--- config.mk ---
export PLATFORM = sky130hd
export DESIGN_NAME = controle_batalha
export DESIGN_NICKNAME = d
export VERILOG_FILES = /design/src/rtl/controle_batalha.sv
export SDC_FILE = /design/constraint.sdc
export NUM_CORES = 1
export LEC_CHECK = 0
export CORE_MARGIN = 2
export CORE_UTILIZATION = 52
export CTS_CLUSTER_DIAMETER = 120
export DETAILED_ROUTE_END_ITERATION = 6
export HOLD_SLACK_MARGIN = 0.05
export PLACE_DENSITY = 0.91
export SETUP_SLACK_MARGIN = 0.3
export SYNTH_ARGS = -nofsm -noshare
export SYNTH_HDL_FRONTEND = slang
export SYNTH_SLANG_ARGS = --single-unit
--- constraint.sdc ---
create_clock -name clk -period 3.21 [get_ports clk]
set_input_delay 0.321 -clock clk [delete_from_list [all_inputs] [get_ports clk]]
set_output_delay 0.321 -clock clk [all_outputs]
set_load 0.02 [all_outputs]
--- src/rtl/controle_batalha.sv ---
// controle_batalha: best-of-N match sequencer for the 3-bit move battle game.
// Collects one move per player per round over valid/ready, judges the round,
// keeps the score and declares a champion at the win target or round limit.
// Optional feature: define CB_TIMEOUT_EN to enable the per-round move timeout.
module controle_batalha #(
  parameter int WIN_TARGET = 3,
  parameter int MAX_ROUNDS = 7,
  parameter int SCORE_W    = 3,
  parameter int TIMEOUT    = 15
) (
  input  logic               clk,
  input  logic               rst,
  input  logic               start,
  input  logic [2:0]         p1_move,
  input  logic               p1_valid,
  output logic               p1_ready,
  input  logic [2:0]         p2_move,
  input  logic               p2_valid,
  output logic               p2_ready,
  output logic               round_done,
  output logic [1:0]         round_winner,
  output logic [SCORE_W-1:0] score1,
  output logic [SCORE_W-1:0] score2,
  output logic [7:0]         round_cnt,
  output logic               busy,
  output logic               game_over,
  output logic [1:0]         champion
);

  // Reject parameter combinations the counters cannot represent.
  if (WIN_TARGET < 1 || WIN_TARGET > (2**SCORE_W) - 1 ||
      MAX_ROUNDS < 1 || MAX_ROUNDS > 255 || TIMEOUT < 1) begin : g_bad_param
    $error("controle_batalha: parameter out of range");
  end

  typedef enum logic [1:0] {IDLE, COLLECT, JUDGE, OVER} state_t;

  state_t             state_q, state_d;
  logic [2:0]         m1_q, m1_d, m2_q, m2_d;
  logic               got1_q, got1_d, got2_q, got2_d;
  logic [SCORE_W-1:0] score1_q, score1_d, score2_q, score2_d;
  logic [7:0]         round_cnt_q, round_cnt_d;
  logic [1:0]         winner_q, winner_d, champion_q, champion_d;
  logic               done_q, done_d;
  logic               acc1, acc2;
  logic [1:0]         verdict;

`ifdef CB_TIMEOUT_EN
  localparam int TO_W = $clog2(TIMEOUT + 1);
  logic [TO_W-1:0] to_cnt_q, to_cnt_d;
  logic            to_flag_q, to_flag_d;
`endif

  // Move that player 2 must answer with to beat player 1's move.
  function automatic logic [2:0] counter_move(input logic [2:0] m);
    case (m)
      3'd0:    counter_move = 3'd5;
      3'd1:    counter_move = 3'd4;
      3'd2:    counter_move = 3'd2;
      3'd3:    counter_move = 3'd1;
      3'd4:    counter_move = 3'd7;
      3'd5:    counter_move = 3'd6;
      3'd6:    counter_move = 3'd3;
      default: counter_move = 3'd0;
    endcase
  endfunction

  // Battle rules: a uniform p1 move wins outright, else p2 wins on the counter.
  function automatic logic [1:0] judge_round(input logic [2:0] m1, input logic [2:0] m2);
    if (m1 == 3'd0 || m1 == 3'd7)
      judge_round = 2'b01;
    else if (m2 == counter_move(m1))
      judge_round = 2'b10;
    else
      judge_round = 2'b00;
  endfunction

  // Next-state, move capture and round scoring.
  always_comb begin
    state_d     = state_q;
    m1_d        = m1_q;
    m2_d        = m2_q;
    got1_d      = got1_q;
    got2_d      = got2_q;
    score1_d    = score1_q;
    score2_d    = score2_q;
    round_cnt_d = round_cnt_q;
    winner_d    = winner_q;
    champion_d  = champion_q;
    done_d      = 1'b0;
    acc1        = 1'b0;
    acc2        = 1'b0;
    verdict     = 2'b00;
`ifdef CB_TIMEOUT_EN
    to_cnt_d    = to_cnt_q;
    to_flag_d   = to_flag_q;
`endif
    case (state_q)
      IDLE, OVER: begin
        if (start) begin
          state_d     = COLLECT;
          score1_d    = '0;
          score2_d    = '0;
          round_cnt_d = '0;
          champion_d  = 2'b00;
          winner_d    = 2'b00;
`ifdef CB_TIMEOUT_EN
          to_cnt_d    = '0;
          to_flag_d   = 1'b0;
`endif
        end
      end
      COLLECT: begin
        acc1 = p1_valid & ~got1_q;
        acc2 = p2_valid & ~got2_q;
        if (acc1) begin
          m1_d   = p1_move;
          got1_d = 1'b1;
        end
        if (acc2) begin
          m2_d   = p2_move;
          got2_d = 1'b1;
        end
        if ((got1_q | acc1) & (got2_q | acc2)) begin
          state_d = JUDGE;
        end
`ifdef CB_TIMEOUT_EN
        else if (to_cnt_q == TO_W'(TIMEOUT - 1)) begin
          state_d   = JUDGE;
          to_flag_d = 1'b1;
        end else begin
          to_cnt_d = to_cnt_q + 1'b1;
        end
`endif
      end
      JUDGE: begin
        verdict = judge_round(m1_q, m2_q);
`ifdef CB_TIMEOUT_EN
        // A timed-out round goes to whoever moved; nobody moved is a draw.
        if (to_flag_q) verdict = got1_q ? 2'b01 : (got2_q ? 2'b10 : 2'b00);
        to_cnt_d  = '0;
        to_flag_d = 1'b0;
`endif
        winner_d    = verdict;
        done_d      = 1'b1;
        got1_d      = 1'b0;
        got2_d      = 1'b0;
        round_cnt_d = round_cnt_q + 8'd1;
        if (verdict == 2'b01) score1_d = score1_q + 1'b1;
        if (verdict == 2'b10) score2_d = score2_q + 1'b1;
        if (score1_d == SCORE_W'(WIN_TARGET) || score2_d == SCORE_W'(WIN_TARGET) ||
            round_cnt_d == 8'(MAX_ROUNDS)) begin
          state_d = OVER;
          if (score1_d > score2_d)      champion_d = 2'b01;
          else if (score2_d > score1_d) champion_d = 2'b10;
          else                          champion_d = 2'b00;
        end else begin
          state_d = COLLECT;
        end
      end
      default: state_d = IDLE;
    endcase
  end

  // Match state and score registers.
  always_ff @(posedge clk) begin
    if (rst) begin
      state_q     <= IDLE;
      m1_q        <= '0;
      m2_q        <= '0;
      got1_q      <= 1'b0;
      got2_q      <= 1'b0;
      score1_q    <= '0;
      score2_q    <= '0;
      round_cnt_q <= '0;
      winner_q    <= 2'b00;
      champion_q  <= 2'b00;
      done_q      <= 1'b0;
    end else begin
      state_q     <= state_d;
      m1_q        <= m1_d;
      m2_q        <= m2_d;
      got1_q      <= got1_d;
      got2_q      <= got2_d;
      score1_q    <= score1_d;
      score2_q    <= score2_d;
      round_cnt_q <= round_cnt_d;
      winner_q    <= winner_d;
      champion_q  <= champion_d;
      done_q      <= done_d;
    end
  end

`ifdef CB_TIMEOUT_EN
  // Per-round move timeout counter.
  always_ff @(posedge clk) begin
    if (rst) begin
      to_cnt_q  <= '0;
      to_flag_q <= 1'b0;
    end else begin
      to_cnt_q  <= to_cnt_d;
      to_flag_q <= to_flag_d;
    end
  end
`endif

  assign p1_ready     = (state_q == COLLECT) & ~got1_q;
  assign p2_ready     = (state_q == COLLECT) & ~got2_q;
  assign busy         = (state_q == COLLECT) | (state_q == JUDGE);
  assign game_over    = (state_q == OVER);
  assign round_done   = done_q;
  assign round_winner = winner_q;
  assign score1       = score1_q;
  assign score2       = score2_q;
  assign round_cnt    = round_cnt_q;
  assign champion     = champion_q;

endmodule

Word level (Yosys, flattened, before mapping)
Cells that the tools add are included.
- bits of input ports: 11
- register bits after elaboration: 29
- word-level logic and storage cells: 92
- muxes and demuxes: 30
- order comparisons: 2
- equality and inequality tests: 21
- bitwise operators: 10
- reductions and logical operators: 15
- $add $sub $neg: 3
- operator list (kind ; count):
    $mux W3 ; 7
    $pmux W3 S7 ; 1
    $mux W2 ; 10
    $pmux W8 S2 ; 1
    $eq A3 B2 Y1 const B ; 4
    $eq A3 B3 Y1 const B ; 4
    $pmux W3 S2 ; 2
    $reduce_and A2 Y1 ; 6
    $ne A2 B2 Y1 const B ; 5
    $add A8 B1 Y8 const B ; 1
    $eq A8 B3 Y1 const B ; 1
    $mux W8 ; 1
    $pmux W2 S2 ; 2
    $add A3 B1 Y3 const B ; 2
    $eq A2 B2 Y1 const B ; 3
    $gt A3 B3 Y1 ; 2
    $pmux W2 S3 ; 1
    $and A1 B1 Y1 ; 5
    $eq A2 B1 Y1 const B ; 2
    $pmux W1 S2 ; 2
    $reduce_bool A2 Y1 ; 2
    $eq A3 B1 Y1 const B ; 1
    $eq A3 B3 Y1 ; 1
    $logic_not A3 Y1 ; 1
    7 further kinds ; 14

Logic depth before layout (Yosys ltp)
Gate-level depths: netlist of run 1.
- word-level depth: 16
- mapped depth: 13

Worst setup path after synthesis of run 1
No wires, ideal clock.
- path kind: flip-flop to flip-flop
- start point: register m1_q[1]
- end point: register champion_q[0] (netlist: champion[0])
- data arrival time: 2.438 ns
- path slack: 0.679 ns
- library setup time: 0.093 ns
- cell stages (with the launch flop): 12
- period minus slack after synthesis: 2.531 ns
- data required time: 3.117 ns
- cell sequence: dfxtp_1 -> nand2b_4 -> nor4b_2 -> a31oi_2 -> mux2i_4 -> mux2_2 -> ha_1 -> a21o_1 -> a21oi_1 -> nand2_1 -> a211o_2 -> o311ai_2
- word-level cells in the longest chain between the ends: 16
- ends and longest elaborated chain (item ; RTL line ; RTL):
    start: declaration ; 39 ; logic [2:0] m1_q, m1_d, m2_q, m2_d;
    start signal: assignment ; 181 ; m1_q <= m1_d;
    $eq A3 B3 Y1, or another cell as far along ; 56 ; case (m)
    $pmux W3 S7 ; 56 ;
    $mux W3 ; 70 ; if (m1 == 3'd0 || m1 == 3'd7)
    $mux W3 ; 98 ; case (state_q)
    $eq A3 B3 Y1 ; 72 ; else if (m2 == counter_move(m1))
    $mux W2 ; 72 ;
    $mux W2 (*) ; 70 ;
    $mux W2 (*) ; 98 ;
    branches (longest 8 deep; another with $gt A3 B3 Y1) ; n/a ;
    end signal: assignment ; 189 ; champion_q <= champion_d;
    end: declaration ; 43 ; logic [1:0] winner_q, winner_d, champion_q, champion_d;
Every way passes the cells marked *. The select of a mux whose other input is x is not followed.
A chain may end at the register's enable or synchronous reset.

Worst setup path in the final report of run 1
- start point: register m1_q[0]
- end point: register champion_q[0] (netlist: champion[0])
The elaborated chain is that of the path after synthesis.

==> run_results.csv, run 1 <==
group,metric,value,unit
finish,fin_area,0.002216,mm²
routing,routed_wl,3.891,mm
clock_tree,cts_sinks,29,
floorplanning,ioPinCount,34,
logic_synthesis,synthAdderAreaFrac,7.666,%
logic_synthesis,synthMuxAreaShare,4.530,%
logic_synthesis,avgSynthCellArea,8.429,µm²
clock_tree,postCtsSetupBuffers,0,
placed_design,port_buffers,33,
placed_design,dp.cells,284,
finish,final_common_cell,"clkdlybuf4s50_1",
power,p_per_area,552.6,mW/mm²
global_route,track_usage,21.09,%
global_route,grt_max_degree,21,
timing,tightestPinTransition,0.7404,ns
logic_synthesis,syn_nets,235,
finish,fin_cells,291,
logic_synthesis,seq_area_frac_synth,32.33,%
placed_design,gp_congestion,0.8984,
routing,drt-initial-drc-count,110,
clock_tree,cts_buffer_depth,2,
power,leakagePower,0.8393,nW
finish,n_antenna_cell,0,
logic_synthesis,syn_area,0.001795,mm²
clock_tree,ctsResizeCount,0,
floorplanning,die_height,62.76,µm
setup_path,worst-endpoint-required,3.46,ns
routing,antenna_left,0,
timing,fin_worst_skew,0.007347,ns
logic_synthesis,yosysWarnings,0,
setup_path,cp.arrival,2.99,ns
floorplanning,dieArea,0.003939,mm²
routing,wl_per_cell,13.37,µm
global_route,grt_pass1_vias,1500,
power,vdd_drop_max,0.0007200,V
floorplanning,die_x,62.76,µm
clock_tree,cts_buffers,5,
logic_synthesis,synth_top_family_by_area,"simple AND/OR/NAND/NOR gates",
logic_synthesis,ys_types,53,
timing,min_period,2.738,ns
placed_design,place_area,0.002161,mm²
timing,rsz0062_at_grt,"false",
finish,finalNetCount,267,
clock_tree,clkSlewWorstSetupHoldPaths,0.09,ns
finish,final_layout_size_suffix_gt1_share,10.20,%
placed_design,dp_hpwl,2.744,mm
finish,mostFrequentLayoutCells,"33 x clkdlybuf4s50_1, 29 x dfxtp_1, 24 x nor2_1, 19 x a21oi_1, 16 x nand2_1",
finish,areaGrowthSynthToFinish,23.41,%
logic_synthesis,synthXorXnorAreaFrac,3.902,%
global_route,grt_first_pass_wirelength,6.541,mm
floorplanning,std_cell_rows,21,
timing,tns,0,ns
setup_path,setup.worst_path.start,"m1_q[0]",
setup_path,end_kind,"flip-flop",
min_path,hold_class,"flip-flop to flip-flop",
setup_path,startpoint_type,"flip-flop",
global_route,antenna_found_initial,0,
logic_synthesis,synth_compound_area_share,21.32,%
logic_synthesis,async_flop_share,0,%
job,cap_violations,0,
timing,slew_headroom,50.31,%
floorplanning,core_area,0.003337,mm²
timing,finalHoldViolCount,0,
floorplanning,start_util,53.81,%
routing,drcViolationCount,0,
logic_synthesis,synth_ff_type,"dfxtp_1",
routing,vias,1609,
timing,fin_crit_sh,85.30,%
logic_synthesis,synth-seq-cells,29,
setup_path,worstSetupPathType,"flip-flop to flip-flop",
logic_synthesis,synth_edf_count,0,
timing,setup_viol,0,
min_path,hold_start,"round_winner[1]",
finish,postLayoutCoreUtil,66.40,%
logic_synthesis,synthCells,213,
clock_tree,htreeDepth,2,
global_route,gr-total-overflow,0,
run_status,status,"completed",
clock_tree,clk_latency,0.34,ns
clock_tree,cts_tree,"built",
clock_tree,holdBufCountCts,0,
setup_path,crit_path_max_fanout,8,
routing,dr.pass1.iters,4,
timing,final_max_slew_viol_count,0,
logic_synthesis,synthSimpleGateAreaFrac,25.64,%
timing,max_freq,365.2,MHz
setup_path,worstReg2RegStart,"m1_q[0]",
clock_tree,cts_root_buf,"clkbuf_4",
routing,viasPerCell,5.529,
-- critical path: stages, from the launching register on --
cell	delay, ns
dfxtp_1	0.47
nand2_1	0.09
o22ai_1	0.19
a31oi_2	0.15
mux2i_4	0.25
mux2_2	0.38
ha_1	0.31
a21o_1	0.18
a21oi_1	0.18
nand2_1	0.08
a211o_2	0.31
o311ai_2	0.06
-- sequential cells by signal, indices dropped and copies added (netlist names), 2 cells and up --
name          count
score1            3
m2_q              3
state_q           2
m1_q              3
champion          2
round_cnt         8
round_winner      2
score2            3
-- path summary, 6_finish.rpt --
path                                        end  slack (ns)  depth (start not counted)
worst max-delay path                champion[0]        0.47                         11
worst min-delay path            round_winner[1]        0.48                          2
worst min register to register  round_winner[1]        0.48                          2
worst max register to register      champion[0]        0.47                         11
-- power by group --
group	internal, W	switching [W]
Sequential	0.000398	0.0000456
Clock	0.000103	0.000126
Combinational	0.000241	0.000310
Total	0.000743	0.000482
-- routing by layer --
layer / vias up / global-route usage [%] / routed length [µm]
li1: 819 / - / -
met1: 738 / 25.28 / 1669
met2: 43 / 34.54 / 1887
met3: 9 / 5.405 / 211
met4: 0 / 11.39 / 122
met5: - / 0 / 0
-- cell type report --
class	count	area, µm²
clock buffers	7	55.05
well taps	46	57.56
fillers	293	1121
flip-flops and latches	29	580.6
repair buffers	36	352.8
multi-input cells	163	1132
inverters	10	37.54
-- per-stage QoR --
step	hold slack [ns]	setup slack, ns	power, W
6_report	0.4843	0.4719	0.001224
5_1_grt	0.5228	0.3356	0.001311
4_1_cts	0.4902	0.4900	0.001233
3_5_place_dp	0.4743	0.5151	0.0009967
3_3_place_gp	0.4670	0.6101	0.0009834
2_1_floorplan	0.4609	0.6792	0.0008407
-- cells by family after synthesis --
family / after synthesis
buffers and inverters: 21
xor gates and xnor gates: 8
adders and majority gates: 11
AOI/OAI and AO/OA: 54
and+or+nand+nor: 85
muxes: 5
DFF: 29
-- synth_stat cells, types with 5 or more instances --
| cell type | number | area, µm² |
|---|---|---|
| nor3_1 | 5 | 25.02 |
| nor2b_1 | 7 | 43.79 |
| dfxtp_1 | 29 | 580.6 |
| ha_1 | 11 | 137.6 |
| nor2_1 | 24 | 90.09 |
| a22oi_1 | 6 | 45.04 |
| inv_1 | 10 | 37.54 |
| nand3_1 | 12 | 60.06 |
| xnor2_1 | 5 | 43.79 |
| a21o_1 | 5 | 37.54 |
| clkbuf_1 | 10 | 37.54 |
| a21oi_1 | 19 | 95.09 |
| nand2_1 | 16 | 60.06 |
Note: power is estimated with default switching activity, not from simulation.
==> inputs of run 2 (changes only) <==
Settings changed: CAP_MARGIN set to 20.
==> results of run 2 <==
The final DEF is identical to that of run 1; final timing and power are the same.
==> inputs of run 3 (changes only) <==
Settings changed: CAP_MARGIN 20 to unset, CORE_UTILIZATION 52 to 60, DONT_BUFFER_PORTS set to 1, PLACE_DENSITY 0.91 to 0.87, SLEW_MARGIN set to 10.
==> run_results.csv, run 3 (synthesized netlist as in run 1, its figures left out) <==
group,metric,value,unit
run_status,status,"completed",
placed_design,post-place-ws,0.5375,ns
setup_path,cp.arrival,3.00,ns
routing,drt-initial-drc-count,109,
setup_path,worst-endpoint-required,3.46,ns
clock_tree,cts_tree,"built",
job,cap_violations,0,
clock_tree,postCtsSetupBuffers,0,
power,swShare,38.79,%
power,switching_power,0.0004823,W
floorplanning,die_x,58.71,µm
clock_tree,htreeDepth,2,
timing,slew_headroom,33.44,%
timing,fin_ws,0.4685,ns
finish,n_fill_cell,236,
routing,vias,1508,
placed_design,port_buffers,0,
timing,tns,0,ns
floorplanning,core_area,0.002805,mm²
power,vdd_drop_max,0.0005723,V
timing,fin_crit_sh,85.40,%
setup_path,worst_path_max_delay_cell,"dfxtp_1",
floorplanning,start_util,64.01,%
setup_path,cpPeakStageDelay,0.47,ns
finish,n_antenna_cell,0,
finish,finalNetCount,234,
clock_tree,clkSlewWorstSetupHoldPaths,0.10,ns
placed_design,place_area,0.001804,mm²
global_route,gr-total-overflow,0,
floorplanning,dieArea,0.003446,mm²
floorplanning,die_height,58.71,µm
clock_tree,cts_root_buf,"clkbuf_4",
placed_design,gp_congestion,0.8938,
setup_path,crit_top_cell,"nand2_1",
finish,largest_reg_flops,8,
routing,dr.pass1.iters,4,
setup_path,crit_path_max_fanout,8,
min_path,hold_class,"input pin to flip-flop",
global_route,grt_max_degree,27,
timing,max_freq,364.8,MHz
timing,rsz0062_at_grt,"false",
clock_tree,clk_latency,0.34,ns
power,leakagePower,0.7348,nW
routing,routed_wl,3.783,mm
routing,antenna_left,0,
global_route,antenna_found_initial,0,
timing,setup_viol,0,
global_route,grt_pass1_vias,1410,
clock_tree,cts_buffer_depth,2,
finish,final_common_cell,"dfxtp_1",
setup_path,cp_cell_sequence,"nand2_1 > o22ai_1 > a31oi_2 > mux2i_4 > mux2_2 > ha_1 > a21o_1 > a21oi_1 > nand2_1 > a211o_2 > o311ai_2",
global_route,track_usage,23.81,%
setup_path,worstSetupPathType,"flip-flop to flip-flop",
power,p_clk_share,25.7,%
routing,viasPerCell,6.180,
timing,tightestPinTransition,0.9951,ns
clock_tree,cts_buffers,5,
timing,min_period,2.741,ns
placed_design,dp_hpwl,2.633,mm
power,comb_power_share,37.8,%
timing,fin_worst_skew,0.01463,ns
floorplanning,std_cell_rows,19,
timing,finalHoldViolCount,0,
power,p_per_area,654.7,mW/mm²
global_route,grt_first_pass_wirelength,6.141,mm
setup_path,startpoint_type,"flip-flop",
finish,mostFrequentLayoutCells,"29 x dfxtp_1, 24 x nor2_1, 19 x a21oi_1, 16 x nand2_1, 12 x nand3_1",
clock_tree,cts_sinks,29,
routing,wl_per_cell,15.50,µm
timing,final_max_slew_viol_count,0,
power,seqPwrFrac,36.5,%
routing,drcViolationCount,0,
setup_path,end_kind,"flip-flop",
floorplanning,ioPinCount,34,
finish,final_layout_size_suffix_gt1_share,11.74,%
finish,fin_area,0.001899,mm²
finish,areaGrowthSynthToFinish,5.784,%
setup_path,critical_path.top_delay_family,"compound AO/OA/AOI/OAI gates",
power,power.internal,0.0007612,W
setup_path,worst-path-buf-inv,0,
-- run 3: cell types whose count changed in the layout (fill, tap and decap cells not counted) --
cell	previous run	this run
clkdlybuf4s50_1	33	0
dlygate4sd3_1	0	1
buf_4	3	2
bufinv_16	0	1
-- run 3: stage by stage --
stage	total power [W]	hold WS, ns	cells	utilization, %
final	0.001244	0.1142	244	67.71
after global routing	0.001311	0.1036	244	67.71
after floorplan	0.0008407	0.4609	213	-
after CTS	0.001248	0.09931	244	67.71
after detailed placement	0.0009207	0.3946	235	64.32
after global placement	0.0009044	0.3935	235	64.32
-- run 3: power by group through the flow --
stage	clock [W]	sequential [W]	combinational [W]
3_3_place_gp	0	0.000460	0.000445
3_5_place_dp	0	0.000463	0.000458
6_report	0.000319	0.000454	0.000470
4_1_cts	0.000327	0.000454	0.000466
5_1_grt	0.000340	0.000461	0.000510
2_1_floorplan	0	0.000449	0.000392
-- run 3: path summary, 6_finish.rpt --
| kind | start | to | slack, ns | cells after the start |
|---|---|---|---|---|
| setup / recovery | m1_q[0] | champion[0] | 0.47 | 11 |
| setup reg to reg | m1_q[0] | champion[0] | 0.47 | 11 |
| hold reg to reg | m2_q[2] | m2_q[2] | 0.53 | 2 |
| hold / removal | rst | champion[0] | 0.11 | 1 |
-- run 3: layer usage --
layer | up-vias | share of wire, % | track usage, %
li1 | 760 | - | -
met1 | 706 | 46 | 29.44
met2 | 32 | 47 | 37.88
met3 | 10 | 4.6 | 8.132
met4 | 0 | 2.5 | 10.06
met5 | - | 0 | 0
-- run 3: area by class of cell --
class	instances	area (µm²)	area share, %
Tap cell	31	38.79	2.042
Clock buffer	7	55.05	2.899
Sequential cell	29	580.6	30.57
Multi-Input combinational cell	163	1132	59.62
Clock inverter	1	30.03	1.581
Timing Repair Buffer	3	25.02	1.318
Inverter	10	37.54	1.976
-- run 3: worst reg2reg max path, delay by kind of cell, from the launching register on --
family | cells | cell delay, ns
flops | 1 | 0.47
compound gates | 6 | 1.06
mux | 2 | 0.64
fa+ha+maj | 1 | 0.32
simple gates | 2 | 0.16
-- run 3: what timing repair did --
action	in CTS	in global routing
endpoints found under the hold margin	26	0
hold buffers	1	0
resized for setup	0	0
